## src/rtl/load_store_unit.sv

```systemverilog
// RV32I memory stage: one load/store at a time over a single-outstanding valid/ack bus.
// Optional `LSU_MISALIGN_TRAP_EN turns misaligned half/word accesses into access faults.
module load_store_unit #(
    parameter int unsigned ACK_TIMEOUT = 255,
    parameter int unsigned CNT_W       = 8
) (
    input  logic        clk,
    input  logic        rst,
    input  logic        req_valid,
    output logic        req_ready,
    input  logic        req_we,
    input  logic [2:0]  req_funct3,
    input  logic [31:0] req_addr,
    input  logic [31:0] req_wdata,
    output logic        mem_req,
    output logic        mem_we,
    output logic [31:0] mem_addr,
    output logic [31:0] mem_wdata,
    output logic [3:0]  mem_wstrb,
    input  logic        mem_ack,
    input  logic [31:0] mem_rdata,
    output logic        rsp_valid,
    output logic [31:0] rsp_rdata,
    output logic        rsp_err
);

    localparam logic [1:0] IDLE = 2'd0;
    localparam logic [1:0] REQ  = 2'd1;
    localparam logic [1:0] RESP = 2'd2;

    localparam bit TIMEOUT_EN = (ACK_TIMEOUT != 0);
    // Last REQ cycle index before the request is abandoned.
    localparam logic [CNT_W-1:0] CNT_LAST = CNT_W'(TIMEOUT_EN ? ACK_TIMEOUT - 1 : 0);

    logic [1:0]       state;
    logic [CNT_W-1:0] cnt;
    logic             op_we;
    logic [2:0]       op_funct3;
    logic [1:0]       op_lane;

    logic             op_legal;
    logic             op_fault;
    logic [31:0]      st_wdata;
    logic [3:0]       st_wstrb;
    logic [7:0]       ld_byte;
    logic [15:0]      ld_half;
    logic [31:0]      ld_data;
    logic             timeout_hit;

    assign req_ready   = (state == IDLE);
    assign rsp_valid   = (state == RESP);
    assign timeout_hit = TIMEOUT_EN && (cnt == CNT_LAST);

    always_comb begin
        op_legal = 1'b0;
        if (req_we) begin
            op_legal = (req_funct3 == 3'b000) || (req_funct3 == 3'b001) ||
                       (req_funct3 == 3'b010);
        end else begin
            op_legal = (req_funct3 == 3'b000) || (req_funct3 == 3'b001) ||
                       (req_funct3 == 3'b010) || (req_funct3 == 3'b100) ||
                       (req_funct3 == 3'b101);
        end
    end

`ifdef LSU_MISALIGN_TRAP_EN
    logic misaligned;
    assign misaligned = ((req_funct3[1:0] == 2'b01) && req_addr[0]) ||
                        ((req_funct3[1:0] == 2'b10) && (req_addr[1:0] != 2'b00));
    assign op_fault   = !op_legal || misaligned;
`else
    // Misaligned low bits are simply dropped by the lane logic below.
    assign op_fault   = !op_legal;
`endif

    always_comb begin
        st_wdata = req_wdata;
        st_wstrb = 4'b1111;
        case (req_funct3[1:0])
            2'b00: begin
                st_wdata = {4{req_wdata[7:0]}};
                st_wstrb = 4'b0001 << req_addr[1:0];
            end
            2'b01: begin
                st_wdata = {2{req_wdata[15:0]}};
                st_wstrb = req_addr[1] ? 4'b1100 : 4'b0011;
            end
            default: ;
        endcase
    end

    always_comb begin
        ld_byte = mem_rdata[7:0];
        case (op_lane)
            2'd0:    ld_byte = mem_rdata[7:0];
            2'd1:    ld_byte = mem_rdata[15:8];
            2'd2:    ld_byte = mem_rdata[23:16];
            default: ld_byte = mem_rdata[31:24];
        endcase
        ld_half = op_lane[1] ? mem_rdata[31:16] : mem_rdata[15:0];
        case (op_funct3)
            3'b000:  ld_data = {{24{ld_byte[7]}}, ld_byte};
            3'b100:  ld_data = {24'd0, ld_byte};
            3'b001:  ld_data = {{16{ld_half[15]}}, ld_half};
            3'b101:  ld_data = {16'd0, ld_half};
            default: ld_data = mem_rdata;
        endcase
    end

    always_ff @(posedge clk or posedge rst) begin
        if (rst) begin
            state     <= IDLE;
            cnt       <= '0;
            op_we     <= 1'b0;
            op_funct3 <= 3'b000;
            op_lane   <= 2'b00;
            mem_req   <= 1'b0;
            mem_we    <= 1'b0;
            mem_addr  <= 32'd0;
            mem_wdata <= 32'd0;
            mem_wstrb <= 4'b0000;
            rsp_rdata <= 32'd0;
            rsp_err   <= 1'b0;
        end else begin
            case (state)
                IDLE: begin
                    if (req_valid) begin
                        op_we     <= req_we;
                        op_funct3 <= req_funct3;
                        op_lane   <= req_addr[1:0];
                        cnt       <= '0;
                        if (op_fault) begin
                            state     <= RESP;
                            rsp_err   <= 1'b1;
                            rsp_rdata <= 32'd0;
                        end else begin
                            state     <= REQ;
                            mem_req   <= 1'b1;
                            mem_we    <= req_we;
                            mem_addr  <= {req_addr[31:2], 2'b00};
                            mem_wdata <= req_we ? st_wdata : 32'd0;
                            mem_wstrb <= req_we ? st_wstrb : 4'b0000;
                        end
                    end
                end
                REQ: begin
                    // An ack arriving on the final allowed cycle still completes normally.
                    if (mem_ack || timeout_hit) begin
                        state     <= RESP;
                        mem_req   <= 1'b0;
                        mem_we    <= 1'b0;
                        mem_addr  <= 32'd0;
                        mem_wdata <= 32'd0;
                        mem_wstrb <= 4'b0000;
                        rsp_err   <= !mem_ack;
                        rsp_rdata <= (mem_ack && !op_we) ? ld_data : 32'd0;
                    end else begin
                        cnt <= cnt + CNT_W'(1);
                    end
                end
                RESP: begin
                    state     <= IDLE;
                    rsp_err   <= 1'b0;
                    rsp_rdata <= 32'd0;
                end
                default: begin
                    state <= IDLE;
                end
            endcase
        end
    end

    a_rsp_pulse: assert property (@(posedge clk) disable iff (rst) rsp_valid |=> !rsp_valid);
    a_req_state: assert property (@(posedge clk) disable iff (rst) mem_req |-> state == REQ);
    a_req_stable: assert property (@(posedge clk) disable iff (rst)
        (mem_req && !mem_ack && !timeout_hit) |=> (mem_req && $stable(mem_addr) &&
        $stable(mem_wdata) && $stable(mem_wstrb) && $stable(mem_we)));

endmodule

```

## config.mk

```make
export PLATFORM = sky130hd
export DESIGN_NAME = load_store_unit
export DESIGN_NICKNAME = d
export VERILOG_FILES = /design/src/rtl/load_store_unit.sv
export SDC_FILE = /design/constraint.sdc
export NUM_CORES = 1
export LEC_CHECK = 0
export CAP_MARGIN = 20
export CELL_PAD_IN_SITES_DETAIL_PLACEMENT = 1
export CELL_PAD_IN_SITES_GLOBAL_PLACEMENT = 2
export CORE_ASPECT_RATIO = 0.75
export CORE_MARGIN = 4
export CORE_UTILIZATION = 24
export CTS_CLUSTER_SIZE = 20
export DETAILED_ROUTE_END_ITERATION = 7
export PLACE_DENSITY = 0.71
export SYNTH_ARGS = -nofsm -noshare
export SYNTH_HDL_FRONTEND = slang
export SYNTH_SLANG_ARGS = --single-unit
```

## constraint.sdc

```tcl
create_clock -name clk -period 3.71 [get_ports clk]
set_input_delay 0.5565 -clock clk [delete_from_list [all_inputs] [get_ports clk]]
set_output_delay 0.5565 -clock clk [all_outputs]
set_load 0.005 [all_outputs]
```

==> metrics <==
Reg-to-Reg Start=op_lane[1]$_DFFE_PP0P_; drt first-iter violations=227; Final setup viols=0; Port Buffers=206; CP Cell Sequence=mux2i_1 > or3_4 > a2111oi_4 > a221o_2; multi-input logic area=0.002351 mm^2; worst-skew pair later-pin latency=0.42 ns; prevailing post-synth register cell=dfrtp_1; TritonCTS clock tree=built; Worst-path clk slew=0.06 ns; worst-margin pin slew=0.9480 ns; antenna cells=0; DR vias=4,831; Min-Delay Startpoint=mem_we$_DFFE_PP0P_; Sink Count=117; flop-to-flop setup slack=1.16 ns; Worst Hold End=mem_we$_DFFE_PP0P_; Syn Std Cell Area=0.005473 mm^2; RSZ-0062 raised after global routing=false; ranking of synthesized cells by area=dfrtp_1 53%, a22o_1 7.4%, o2bb2ai_1 5.1%; dpl cell area=0.007814 mm^2; Final Cycle Share=68.61%; Synth async-reset ratio=100.0%; number of flops mapped to enable cells by yosys=0; Detail Route Antenna Nets=0; clock tree root buffer cell=clkbuf_16; max-cap violations=0; DR WL/cell=19.88 um; met1 Use GR=20.66%; final hold violation count=0; DP HPWL=14.09 mm; met3 GRT Util=7.132%; power density over the cells=592.9 mW/mm^2; fmax=392.9 MHz; starting density of the core=24.62%; worst hold stages=1; largest net degree at the start of global routing=62; FP Rows=47; crit path kind=flip-flop to flip-flop; Syn Inst Count=479; class of the worst hold path=flip-flop to flip-flop; status=finished, final reports clean; Routability Congestion=0.8081; Distinct cells, synth=49; first-pass GRT wire length=31.75 mm; core area=0.02223 mm^2; post-CTS setup buffers=0; final WL=19.52 mm; Finished Layout Cells=982; cells on worst reg2reg path=4; FILL cells=2,455; crit path buf inv count=0; Clock Skew=0.01559 ns; Synth warnings=0; #FFs+latches synth=117; Critical R2R Capture=rsp_rdata[19]$_DFFE_PP0P_; Avg Synthesized Cell Area=11.43 um^2; sequential fraction of the synthesis area=53.50%; vias in the first global route=5,467; total power=5.006 mW; DRC Markers=0; WP depth=4; Register Area=0.002928 mm^2; CP required=4.05 ns; Worst Path Arrival=2.89 ns; fin area=0.008443 mm^2; max-slew violations=0; die area=0.02531 mm^2; layout cell share with drive strength beyond 1=9.448%; max incr delay on CP=0.89 ns; placed insts=949; Yosys top cell area share=53.50%; Ports=209; crit start category=flip-flop; CP top delay family=compound AO/OA/AOI/OAI gates; die height=138.8 um; cts bufs inserted=17; Crit-path slowest cell=a2111oi_4; Fin Setup TNS=0 ns; GR Layer Usage met2=23.61%; Global Route Usage Sum=15.64%; leakage power=3.539 nW; Longest Clk Path Bufs=2; Final #Nets=781; PostCTS Resize Cnt=0; hold buffer count at cts=0; Worst Setup End Kind=flip-flop; number of antenna violations at the first check in global routing=0; worst hold margin=0.4856 ns; CP max FO=22; global route hottest layer=met2; min cycle time layout=2.545 ns; largest area contributor in the netlist=dfrtp_1; Die X=182.4 um; vias per cell=4.920; grt ovf=0; Layout area overhead=54.28%; Worst slew margin=36.80%; htree depth=4; Worst VDD drop=269.2 uV; DRT Pass-1 Iters=4
## cell families after synthesis
family | after synthesis | share of synthesized area [%]
multiplexers | 32 | 6.264
XOR/XNOR | 3 | 0.4802
AO/OA/AOI/OAI | 174 | 25.26
flip-flops | 117 | 53.50
buffers and inverters | 46 | 3.749
adder cells (fa/ha/maj) | 2 | 0.4572
other | 1 | 0.06852
AND/OR/NAND/NOR | 104 | 10.22
## worst reg2reg max path, delay by kind of cell (launching register included)
family	cells	cell delay, ns
flops	1	0.77
compound gates	2	1.13
mux	1	0.21
simple gates	1	0.37
## layout make-up
| cell class | instances | share of cell area [%] |
|---|---|---|
| flip-flops and latches | 117 | 34.68 |
| multi-input cells | 317 | 27.85 |
| repair buffers | 216 | 25.61 |
| clock buffers | 21 | 5.453 |
| well taps | 294 | 4.357 |
| clock inverters | 11 | 1.763 |
| inverters | 6 | 0.2964 |
## synth_stat cells, types with 6 or more instances
cell type  number
dfrtp_1       117
a22o_1         46
nand2_1        33
o2bb2ai_1      32
mux2i_1        26
o21ai_0        25
clkbuf_1       23
a21oi_1        21
nor2_1         17
a221o_1        12
a221o_2        10
buf_2          10
or3_1          10
and3b_1         8
a211o_1         7
a31oi_1         6
nand2b_1        6
nand4_1         6
## where the power goes
group,total (mW),internal [mW],leakage [nW],switching (mW)
Combinational,1.48,0.862,1.68,0.615
Clock,1.71,1.10,0.290,0.618
Sequential,1.82,1.55,1.57,0.264
## how the worst max path moves through the flow
stage                                 from                         to  slack, ns
CTS                     cnt[0]$_DFFE_PP0P_  mem_wdata[11]$_DFFE_PP0P_       1.02
global route        op_lane[1]$_DFFE_PP0P_  rsp_rdata[19]$_DFFE_PP0P_       0.93
detailed placement           req_funct3[1]   mem_wstrb[0]$_DFFE_PP0P_       0.64
finish              op_lane[1]$_DFFE_PP0P_  rsp_rdata[19]$_DFFE_PP0P_       1.16
floorplan                              rst         cnt[0]$_DFFE_PP0P_       0.05
global placement             req_funct3[1]   mem_wstrb[1]$_DFFE_PP0P_       0.74
## cell usage in the layout, fill, tap and decap left out, drive strengths merged, types with 3 or more instances in the layout
master | netlist | final
a211o | 7 | 7
a211oi | 4 | 4
a21o | 4 | 4
a21oi | 21 | 21
a221o | 22 | 22
a22o | 46 | 46
a31oi | 6 | 6
and3b | 8 | 8
buf | 16 | 10
bufinv | 0 | 3
clkbuf | 24 | 21
clkdlybuf4s50 | 0 | 206
clkinv | 1 | 4
clkinvlp | 0 | 3
dfrtp | 117 | 117
inv | 5 | 7
mux2 | 5 | 5
mux2i | 26 | 26
nand2 | 33 | 33
nand2b | 6 | 6
nand3 | 5 | 5
nand3b | 4 | 4
nand4 | 6 | 6
nor2 | 17 | 17
nor2b | 4 | 4
o21ai | 25 | 25
o2bb2ai | 32 | 32
or3 | 11 | 11
xnor2 | 3 | 3
## per-layer routing
| metal | routed length, um | part of all wire (%) | vias up |
|---|---|---|---|
| li1 | - | - | 2217 |
| met1 | 8834 | 45 | 2433 |
| met2 | 8686 | 44 | 165 |
| met3 | 1832 | 9.4 | 16 |
| met4 | 166 | 0.85 | 0 |
| met5 | 0 | 0 | - |
## metrics by stage
stage          setup slack, ns  util, %
2_1_floorplan          0.05273        -
3_3_place_gp            0.7355    35.15
3_5_place_dp            0.6357    35.15
4_1_cts                  1.021    37.89
5_1_grt                 0.9296    37.98
6_report                 1.165    37.98
## state kept, by name (all words and copies together), names as in the netlist
name	flops
state	2
op_we	1
op_funct3	3
mem_wstrb	4
rsp_rdata	32
rsp_err	1
op_lane	2
mem_we	1
mem_wdata	32
cnt	8
mem_addr	30
mem_req	1
Power figures use the tool's default switching activity.
